==> config.mk <==
export PLATFORM = sky130hd
export DESIGN_NAME = display_scan_mux
export DESIGN_NICKNAME = d
export VERILOG_FILES = /design/src/rtl/display_scan_mux.sv
export SDC_FILE = /design/constraint.sdc
export NUM_CORES = 1
export LEC_CHECK = 0
export BUFFER_PORTS_ARGS = -buffer_cell sky130_fd_sc_hd__buf_2
export CORE_ASPECT_RATIO = 0.6
export CORE_MARGIN = 1.5
export CORE_UTILIZATION = 40
export DETAILED_ROUTE_END_ITERATION = 16
export MAX_ROUTING_LAYER = met4
export PLACE_DENSITY = 0.7
export SLEW_MARGIN = 20
export SYNTH_ARGS = -nofsm -noshare
export SYNTH_HDL_FRONTEND = slang
export SYNTH_SLANG_ARGS = --single-unit
export TNS_END_PERCENT = 1
==> constraint.sdc <==
create_clock -name clk -period 4.45 [get_ports clk]
set_input_delay 0.445 -clock clk [delete_from_list [all_inputs] [get_ports clk]]
set_output_delay 0.445 -clock clk [all_outputs]
set_load 0.1 [all_outputs]
==> src/rtl/display_scan_mux.sv <==
// display_scan_mux
// Time-multiplexed driver for a multi-digit 7-segment style display.
// It holds N_CH segment codes and scans them one at a time onto a shared
// segment bus. A one-hot digit enable selects the lit digit. Channels that
// are masked off are skipped. frame_tick pulses for one cycle whenever the
// scan wraps.
//
// Parameters:
//   N_CH         number of channels/digits (2..16)
//   SEG_W        width of one segment code
//   DIV          clock cycles per digit slot (>= 2)
//   IDX_W        width of ch_idx, derived from N_CH
//   BLINK_FRAMES frames per blink half-period (only with BLINK_EN)
//
// Ports:
//   clk        in   system clock, rising edge
//   reset      in   asynchronous active-high reset
//   en         in   scan enable; low freezes the scan and blanks the outputs
//   seg_in     in   packed codes, channel k at [k*SEG_W +: SEG_W]
//   ch_mask    in   1 = channel k takes part in the scan
//   blink_mask in   1 = channel k blinks (only with BLINK_EN)
//   seg_out    out  registered segment code of the active channel
//   an_out     out  registered one-hot digit enable, active-high
//   ch_idx     out  registered index of the current slot's channel
//   frame_tick out  one-cycle pulse after a slot advance that wraps
//
// Optional feature macro: BLINK_EN adds the blink_mask port, the
// BLINK_FRAMES parameter, a frame counter and a blink phase. While the phase
// is high, blinking channels show a blank code, but their digit enable is
// still driven.

module display_scan_mux #(
  parameter int N_CH  = 4,
  parameter int SEG_W = 7,
  parameter int DIV   = 50000,
`ifdef BLINK_EN
  parameter int BLINK_FRAMES = 256,
`endif
  parameter int IDX_W = $clog2(N_CH)
) (
  input  logic                    clk,
  input  logic                    reset,
  input  logic                    en,
  input  logic [N_CH*SEG_W-1:0]   seg_in,
  input  logic [N_CH-1:0]         ch_mask,
`ifdef BLINK_EN
  input  logic [N_CH-1:0]         blink_mask,
`endif
  output logic [SEG_W-1:0]        seg_out,
  output logic [N_CH-1:0]         an_out,
  output logic [IDX_W-1:0]        ch_idx,
  output logic                    frame_tick
);

  localparam int CNT_W = $clog2(DIV);
  localparam logic [CNT_W-1:0] CNT_LAST = CNT_W'(DIV - 1);
  localparam logic [N_CH-1:0]  ONE_HOT0 = N_CH'(1);

  // Scan state
  logic [CNT_W-1:0] cnt;
  logic [IDX_W-1:0] idx;

  // Next-state and next-output values
  logic [CNT_W-1:0] cnt_next;
  logic [IDX_W-1:0] idx_next;
  logic [SEG_W-1:0] seg_next;
  logic [N_CH-1:0]  an_next;
  logic             tick_next;

  // Helpers for the next-enabled-channel search
  logic [IDX_W-1:0] cand_idx;
  logic [IDX_W-1:0] search_idx;
  logic             found;
  logic             advance;
  logic             show;

`ifdef BLINK_EN
  localparam int FCNT_W = (BLINK_FRAMES > 1) ? $clog2(BLINK_FRAMES) : 1;
  localparam logic [FCNT_W-1:0] FCNT_LAST = FCNT_W'(BLINK_FRAMES - 1);

  logic [FCNT_W-1:0] frame_cnt;
  logic              phase;
`endif

  // Search order starts at idx+1 and ends at idx itself. That way a single
  // enabled channel re-selects itself, and the advance still counts as a
  // wrap.
  always_comb begin
    found      = 1'b0;
    search_idx = idx;
    cand_idx   = idx;
    for (int k = 1; k <= N_CH; k++) begin
      cand_idx = IDX_W'((int'(idx) + k) % N_CH);
      if (!found && ch_mask[cand_idx]) begin
        found      = 1'b1;
        search_idx = cand_idx;
      end
    end
  end

  // Prescaler, slot advance and output selection.
  // The outputs always reflect the idx held before this edge. The visible
  // digit therefore changes one cycle after the advance edge.
  always_comb begin
    cnt_next  = cnt;
    idx_next  = idx;
    tick_next = 1'b0;
    seg_next  = '0;
    an_next   = '0;

    advance = en && (cnt == CNT_LAST);
    show    = en && ch_mask[idx];

    if (en) begin
      if (cnt == CNT_LAST) begin
        cnt_next = '0;
      end else begin
        cnt_next = cnt + 1'b1;
      end
    end

    if (advance && found) begin
      idx_next  = search_idx;
      tick_next = (search_idx <= idx);
    end

    if (show) begin
      seg_next = seg_in[int'(idx)*SEG_W +: SEG_W];
      an_next  = ONE_HOT0 << idx;
`ifdef BLINK_EN
      if (phase && blink_mask[idx]) begin
        seg_next = '0;
      end
`endif
    end
  end

  // State and output registers
  always_ff @(posedge clk or posedge reset) begin
    if (reset) begin
      cnt        <= '0;
      idx        <= '0;
      seg_out    <= '0;
      an_out     <= '0;
      ch_idx     <= '0;
      frame_tick <= 1'b0;
    end else begin
      cnt        <= cnt_next;
      idx        <= idx_next;
      seg_out    <= seg_next;
      an_out     <= an_next;
      ch_idx     <= idx;
      frame_tick <= tick_next;
    end
  end

`ifdef BLINK_EN
  // Blink phase. It toggles every BLINK_FRAMES frame ticks and freezes
  // while scanning is disabled.
  always_ff @(posedge clk or posedge reset) begin
    if (reset) begin
      frame_cnt <= '0;
      phase     <= 1'b0;
    end else if (en && frame_tick) begin
      if (frame_cnt == FCNT_LAST) begin
        frame_cnt <= '0;
        phase     <= ~phase;
      end else begin
        frame_cnt <= frame_cnt + 1'b1;
      end
    end
  end
`endif

endmodule
# Yosys cells after proc, flatten, opt, wreduce, memory -nomap -nowiden
# Cells that the tools add are included.
# W data, S select, Z words.
word_totals:
  out_inout_bits: 14
  ram_bits: 0
  input_bits: 35
  wordCells: 52
  mem_count: 0
  register_bits: 32
  rom_bits: 0
  latch_bits: 0
op_classes:
  n_bitwise: 0
  n_eq_ne: 1
  magnitude_cmp: 6
  n_shift: 2
  multipliers: 1
  n_addsub: 5
  muxes: 22
  reduce_logical: 9
  n_div: 0
ops:
  columns: ["operator", "n"]
  rows:
  - ["$shiftx A28 B6 Y7", 1]
  - ["$add A16 B1 Y16 const B", 1]
  - ["$eq A16 B16 Y1 const B", 1]
  - ["$mux W16", 1]
  - ["$lt A2 B3 Y1 const B", 5]
  - ["$bmux W1 S2", 5]
  - ["$mux W1", 10]
  - ["$mux W2", 4]
  - ["$mux W7", 1]
  - ["$logic_and A1 B1 Y1", 6]
  - ["$mul A2 B3 Y5 const B", 1]
  - ["$add A2 B1 Y2 const B", 2]
  - ["$add A2 B2 Y2 const B", 2]
  - ["$mux W4", 1]
  - ["$shl A1 B2 Y4 const A", 1]
  - ["$logic_not A1 Y1", 3]
  - ["$le A2 B2 Y1", 1]

# Logic depth before layout (Yosys ltp)
# Gate-level depths: netlist of run 1.
logic_depth:
  depth_word: 15
  ltp_mapped: 13

# Worst setup path after synthesis of run 1
# Ideal clock, no wire load.
synth_timing:
  kind: "flip-flop to flip-flop"
  from: "register idx[0]"
  to: "register frame_tick"
  setup_ns: 0.086
  n_path_buf: 2
  required_time_ns: 4.364
  path_stages_with_launch: 13
  slack_ns: 1.603
  arrival_ns: 2.761
  path_cell_list: "dfrtp_1 > buf_2 > buf_2 > inv_1 > ha_1 > nand2b_1 > a211o_1 > a211oi_1 > o2bb2ai_1 > ha_1 > a21oi_1 > a21oi_1 > nor3_1"
synth_between:
  elab_chain_len: 15
synth_lines:
  columns: ["item", "line", "text"]
  rows:
  - ["start: declaration", "61", "logic [IDX_W-1:0] idx;"]
  - ["start signal: assignment", "149", "idx <= idx_next;"]
  - ["$add A2 B1 Y2", "93", "cand_idx = IDX_W'((int'(idx) + k) % N_CH);"]
  - ["$bmux W1 S2", "94", "if (!found && ch_mask[cand_idx]) begin"]
  - ["$mux W1 (implied by the code)", "94", null]
  - ["$mux W1", "94", null]
  - ["$logic_not A1 Y1", "94", null]
  - ["$logic_and A1 B1 Y1", "94", null]
  - ["$mux W1", "94", null]
  - ["$logic_not A1 Y1", "94", null]
  - ["$logic_and A1 B1 Y1", "94", null]
  - ["$mux W1", "94", null]
  - ["$logic_not A1 Y1", "94", null]
  - ["$logic_and A1 B1 Y1", "94", null]
  - ["$mux W2 (*)", "94", null]
  - ["net search_idx[1]", "72", "logic [IDX_W-1:0] search_idx;"]
  - ["$le A2 B2 Y1 (*)", "124", "tick_next = (search_idx <= idx);"]
  - ["$mux W1 (*)", "122", "if (advance && found) begin"]
  - ["net tick_next", "68", "logic tick_next;"]
  - ["end signal: assignment", "153", "frame_tick <= tick_next;"]
  - ["end: declaration", "52", "output logic frame_tick"]
# The timed path passes the listed nets; every way through them passes the cells marked *. The select of a mux whose other input is x is not followed.
# A chain may end at the register's enable or synchronous reset.

# Final worst setup path of run 1
layout_timing:
  from: "register idx[1]"
  to: "register frame_tick"
# Same word-level chain as after synthesis.

==> flow_metrics.py, run 1 <==
metrics = {
    "yosys": {
        "yosys.area.top_type": "dfrtp_1",
        "synth_cell_type_count": 42,
        "synth_ff_type": "dfrtp_1",
        "synth.avg_cell_area_um2": 11.32,
        "synth_area_um2": 1857,
        "syn-instance-count": 164,
        "synth_area_leaders": "dfrtp_1 43%, mux4_2 12%, ha_1 4.7%",
        "synthArstFlopShare_pct": 100.0,
        "synth_seq_cells": 32,
        "synth_edf_count": 0,
        "yosysWarnings": 0,
        "netlist.area_leader.share_pct": 43.13,
        "ys_seq_area_share_pct": 43.13,
        "syn-num-nets": 206,
    },
    "clock_tree": {
        "cts_made_buffers": 5,
        "cts_root_buf": "clkbuf_8",
        "cts.path.max_buffers": 2,
        "clkTransAtPathRegs_ps": 70,
        "cts.sinks": 32,
        "cts_tree": "built",
        "insertion_delay_ps": 290,
        "post_cts_buffers": 0,
        "htreeDepth": 2,
        "hold_buffers": 0,
        "ctsResizeCount": 0,
    },
    "floorplan": {
        "ios": 49,
        "core_um2": 4279,
        "design.die.area_um2": 5073,
        "std_cell_rows": 18,
        "die_w_um": 90.96,
        "die_h_um": 55.78,
        "initial_core_util_pct": 43.39,
    },
    "setup_path": {
        "critPathCaptureType": "flip-flop",
        "critPathArrivalTime_ps": 3000,
        "cp.required_ps": 4650,
        "startpoint_type": "flip-flop",
        "critPathBufInv": 2,
        "crit_fanout": 16,
        "cp_slowest_cell": "ha_1",
        "crit_type": "flip-flop to flip-flop",
        "path_delay_family": "compound AO/OA/AOI/OAI gates",
        "worstPathCellList": "buf_4 -> inv_1 -> ha_1 -> nand2b_1 -> a211o_1 -> a211oi_1 -> o2bb2ai_1 -> ha_1 -> a21oi_1 -> a21oi_1 -> nor3_1",
        "max_stage_delay_ps": 410,
    },
    "sta": {
        "finalWorstSetupSlack_ps": 1652,
        "min_period_over_period_pct": 62.87,
        "drv_slew": 0,
        "hold_viol": 0,
        "fin_skew_ps": 5.788,
        "slew_headroom_pct": 56.49,
        "finalCriticalPeriod_ps": 2798,
        "worst_hold_slack_ps": 228.3,
        "fin_setup_tns_ps": 0,
        "setup_violations": 0,
        "worst_slew_pin_slew_ps": 646.7,
        "clock.fmax_ghz": 0.3574,
        "rsz0062_at_grt": "false",
    },
    "power": {
        "clkPwrFrac_pct": 34.7,
        "power.density_nw_per_um2": 348.5,
        "comb_power_share_pct": 18.1,
        "switching_power_mw": 0.2310,
        "switching_share_pct": 29.35,
        "finalPower_mw": 0.7871,
        "p_int_mw": 0.5560,
        "leakagePower_nw": 1.074,
        "seq_power_share_pct": 47.2,
        "ir_drop_mv": 0.2389,
    },
    "final_layout": {
        "n_fill_cell": 394,
        "diodes": 0,
        "fin_nets": 257,
        "final_cell_mix": "48 x buf_2, 32 x dfrtp_1, 17 x nor2_1, 11 x inv_1, 10 x mux4_2",
        "final_common_cell": "buf_2",
        "instances_no_fill": 276,
        "post_route_cells_drive_above_1_share_pct": 35.19,
        "area_delta_synth_final_pct": 21.63,
    },
    "placed_design": {
        "hpwl_um": 2960,
        "gp_congestion": 0.8967,
        "dp.cells": 268,
        "port_buffers": 48,
        "place_ws_ps": 1727,
    },
    "route": {
        "dr.pass1.iters": 4,
        "vias_per_cell": 5.127,
        "post_drt_wl_per_cell_um": 14.34,
        "drcViolationCount": 0,
        "drtIter0Drc": 75,
        "routed_wl_um": 3959,
        "num_vias": 1415,
        "antenna_left": 0,
    },
    "global_route": {
        "grt_pass1_vias": 1396,
        "overflow": 0,
        "grt_pass1_wl_um": 6782,
        "grt_usage_pct": 17.66,
        "antenna_found_initial": 0,
        "grt_max_degree": 33,
    },
    "worst_hold_path": {
        "hp-class": "primary input to asynchronous set/reset pin",
    },
    "flow_run": {
        "drv_cap": 0,
    },
    "status": {
        "status": "finished clean",
    },
}
==> metal layers <==
metal	global-route usage (%)	vias to the layer above	part of all wire [%]
li1	-	692	-
met1	26.52	686	53
met2	23.24	32	42
met3	4.508	5	4.0
met4	4.688	0	1.0
met5	-	-	0
==> cell usage after synthesis, types with 2 or more instances <==
library cell and instances:
and4_1 2, o31ai_1 2, buf_2 5, a21oi_1 5
mux4_2 10, and3_1 2, ha_1 7, inv_1 11
buf_4 2, nor3_1 2, xor2_1 6, nand3_1 2
mux2i_1 3, mux2_2 2, nor2b_1 9, nand2_1 4
dfrtp_1 32, nand4_1 8, o21ai_0 2, xnor2_1 9
and2_1 2, nor2_1 17
==> power by group through the flow <==
stage	Clock, mW	Combinational, mW	Sequential (mW)
final	0.273	0.143	0.371
after global routing	0.294	0.161	0.378
after CTS	0.283	0.145	0.370
after detailed placement	0	0.145	0.376
after global placement	0	0.139	0.374
after floorplan	0	0.101	0.378
==> through the flow <==
step | utilization [%] | cell area, um2
floorplan | - | 1857
global placement | 50.26 | 2151
detailed placement | 50.26 | 2151
CTS | 52.78 | 2258
global route | 52.78 | 2258
finish | 52.78 | 2258
==> worst reg2reg max path: stages, from the launching register on <==
cell and delay (ps):
dfrtp_1 320, buf_4 230, inv_1 170, ha_1 410, nand2b_1 200, a211o_1 300, a211oi_1 300, o2bb2ai_1 120
ha_1 310, a21oi_1 150, a21oi_1 60, nor3_1 150
==> final cells by class <==
class,count,area [um2],area share (%)
clock inverters,2,35.03,1.551
flip-flops and latches,32,800.8,35.46
repair buffers,52,270.3,11.97
well taps,60,75.07,3.324
multi-input cells,113,963.4,42.66
inverters,11,41.29,1.828
clock buffers,6,72.57,3.213
==> final timing paths <==
path,depth (start not counted),start,endpoint,slack [ps]
hold reg to reg,1,cnt[15],cnt[15],480
max in group asynchronous,3,reset,cnt[0],3930
setup reg to reg,11,idx[1],frame_tick,1650
min in group clk,1,cnt[15],cnt[15],480
hold / removal,3,reset,an_out[2],230
setup / recovery,11,idx[1],frame_tick,1650
==> kinds of logic after synthesis <==
family	Yosys count	share of synthesized area (%)
flops	32	43.13
fa+ha+maj	7	4.717
xor+xnor	15	7.076
simple gates	57	17.99
buf+inv	19	4.986
compound gates	19	7.143
mux	15	14.96
==> state kept, by name (all words and copies together) (netlist names) <==
signal,flops
cnt,16
ch_idx,2
frame_tick,1
seg_out,7
an_out,4
idx,2
No activity file was read; power rests on OpenSTA's default activity.
==> run 2, diff against run 1 <==
PLACE_DENSITY = 0.73   (was 0.7)
clock period = 2.25 ns   (was 4.45 ns; I/O delays follow)
==> run 2 against run 1 <==
The flow now finishes with violations (setup timing). Core utilization increased by 2.6 points. Setup slack lost 1700 ps. Clock power is 50% higher. Largest cell class unchanged. Sequential power up 98%. Register-to-register slack lost 1700 ps. Total power is 82% higher. Sequential share of layout area down 1.6 points. Worst hold slack got worse by 200 ps. Cell area up 4.9%. Global-route usage rose by 0.52 points. Critical path depth shrank 1. Wire length is 3.9% higher.
==> flow_metrics.py, run 2 (synthesis results as in run 1) <==
metrics = {
    "final_layout": {
        "area_delta_synth_final_pct": 27.56,
        "regMostFlops": "cnt",
        "final_cell_mix": "48 x buf_2, 31 x dfrtp_1, 16 x nor2_1, 14 x buf_4, 10 x mux4_2",
        "fin_nets": 267,
        "diodes": 0,
        "reg.largest.list": "cnt: 16 flops, seg_out: 7 flops, an_out: 4 flops",
        "postLayoutCellArea_um2": 2369,
        "largest_reg_flops": 16,
        "instances_no_fill": 285,
        "post_route_cells_drive_above_1_share_pct": 44.00,
        "final_common_cell": "buf_2",
    },
    "setup_path": {
        "r2r-start": "idx[0]",
        "startpoint_type": "flip-flop",
        "startpoint": "idx[0]",
        "crit_fanout": 7,
        "cp_slowest_cell": "dfrtp_2",
        "crit_type": "flip-flop to flip-flop",
        "worstPathCellList": "inv_4 -> ha_4 -> nand2b_4 -> a211o_1 -> a211oi_2 -> o2bb2ai_1 -> ha_1 -> a21oi_2 -> a21oi_2 -> nor3_2",
        "r2r_setup_slack_ps": -70,
        "crit_top_cell": "a21oi_2",
        "max_stage_delay_ps": 460,
        "worstSetupEndpoint": "frame_tick",
        "critPathArrivalTime_ps": 2520,
        "r2r_end": "frame_tick",
        "critPathCaptureType": "flip-flop",
        "cp.required_ps": 2450,
        "reg2reg_depth": 10,
    },
    "route": {
        "vias_per_cell": 5.200,
        "num_vias": 1482,
        "antenna_left": 0,
        "dr.pass1.iters": 4,
        "post_drt_wl_per_cell_um": 14.44,
        "drtIter0Drc": 161,
        "routed_wl_um": 4115,
        "drcViolationCount": 0,
    },
    "sta": {
        "finalWorstSetupSlack_ps": -66.46,
        "hold_viol": 0,
        "slew_headroom_pct": 58.70,
        "worst_slew_pin_slew_ps": 611.1,
        "drv_slew": 0,
        "rsz0062_at_grt": "true",
        "finalCriticalPeriod_ps": 2316,
        "setup_violations": 1,
        "fin_skew_ps": 2.166,
        "min_period_over_period_pct": 103.0,
        "fin_setup_tns_ps": -66.46,
        "clock.fmax_ghz": 0.4317,
    },
    "floorplan": {
        "ios": 49,
        "die_w_um": 90.96,
        "std_cell_rows": 18,
        "design.die.area_um2": 5073,
        "die_h_um": 55.78,
        "core_um2": 4279,
        "initial_core_util_pct": 43.39,
    },
    "power": {
        "comb_power_share_pct": 20.3,
        "seq_power_share_pct": 51.2,
        "switching_power_mw": 0.4467,
        "p_int_mw": 0.9857,
        "switching_share_pct": 31.18,
        "finalPower_mw": 1.432,
        "clkPwrFrac_pct": 28.5,
        "ir_drop_mv": 0.4293,
        "power.density_nw_per_um2": 604.8,
        "leakagePower_nw": 1.133,
    },
    "global_route": {
        "grt_max_degree": 33,
        "antenna_found_initial": 0,
        "grt_usage_pct": 18.17,
        "overflow": 0,
        "grt_pass1_wl_um": 6982,
        "grt_pass1_vias": 1453,
    },
    "placed_design": {
        "hpwl_um": 3013,
        "port_buffers": 48,
        "dp.cells": 275,
        "place_ws_ps": -76.25,
        "gp_congestion": 0.8662,
        "post_dp_cell_area_um2": 2231,
    },
    "worst_hold_path": {
        "hp-class": "primary input to asynchronous set/reset pin",
    },
    "clock_tree": {
        "insertion_delay_ps": 280,
        "cts_root_buf": "clkbuf_8",
        "hold_buffers": 0,
        "cts_tree": "built",
        "clkTransAtPathRegs_ps": 60,
        "htreeDepth": 2,
        "cts_made_buffers": 5,
        "cts.sinks": 32,
        "cts.path.max_buffers": 2,
    },
    "status": {
        "status": "complete, but fails checks",
        "failed_checks": "setup timing",
    },
    "flow_run": {
        "drv_cap": 0,
    },
}
==> run 2: changes by cell type in the layout (fill, tap and decap cells not counted), sizes merged <==
cell / previous run / this run
buf: 52 / 62
bufinv: 1 / 0
==> run 2: area by class of cell <==
class | count | area [um2]
multi-input combinational | 113 | 1025
clock buffer | 6 | 72.57
clock inverter | 1 | 5.005
inverter | 11 | 43.79
fill | 393 | 1911
sequential | 32 | 802.0
timing repair buffer | 62 | 345.3
tap | 60 | 75.07
==> run 2: routing by layer <==
layer  up-vias  wire, um  GRT usage [%]
li1        717         -              -
met1       728      2230          28.03
met2        33      1716          22.71
met3         4       135          3.962
met4         0        31          6.696
met5         -         0              -
==> run 2: timing repair <==
item                       in CTS  in global routing
setup endpoints to repair       1                  1
pin swaps                       0                 10
hold endpoints to repair        0                  0
gates resized for setup         1                  9
buffers inserted                2                  1
==> run 2: power by group through the flow <==
stage                     combinational (mW)  clock, mW  sequential (mW)
after floorplan                        0.200          0            0.747
after global placement                 0.278          0            0.739
after detailed placement               0.286          0            0.739
after CTS                              0.285      0.423            0.730
after global routing                   0.325      0.442            0.745
final                                  0.291      0.409            0.733
==> run 2: per-stage QoR <==
stage	hold WS (ps)	util, %
floorplan	341.2	-
global placement	330.6	52.13
detailed placement	331.8	52.13
CTS	32.85	54.33
global route	75.01	55.35
finish	23.58	55.35
==> run 2: worst max-delay path: cells and delay by family, from the launching register on <==
family	cells	cell delay, ps
AOI/OAI and AO/OA	5	860
adders and majority gates	2	540
DFF	1	460
and+or+nand+nor	2	290
buffers and inverters	1	90
==> run 2: how the worst min path moves through the flow <==
stage                     startpoint        end  slack (ps)
after CTS                      reset  an_out[3]          30
after detailed placement       reset  an_out[3]         330
after floorplan                reset  an_out[0]         340
after global placement         reset  an_out[3]         330
final                          reset  an_out[3]          20
after global routing           reset  ch_idx[0]          80
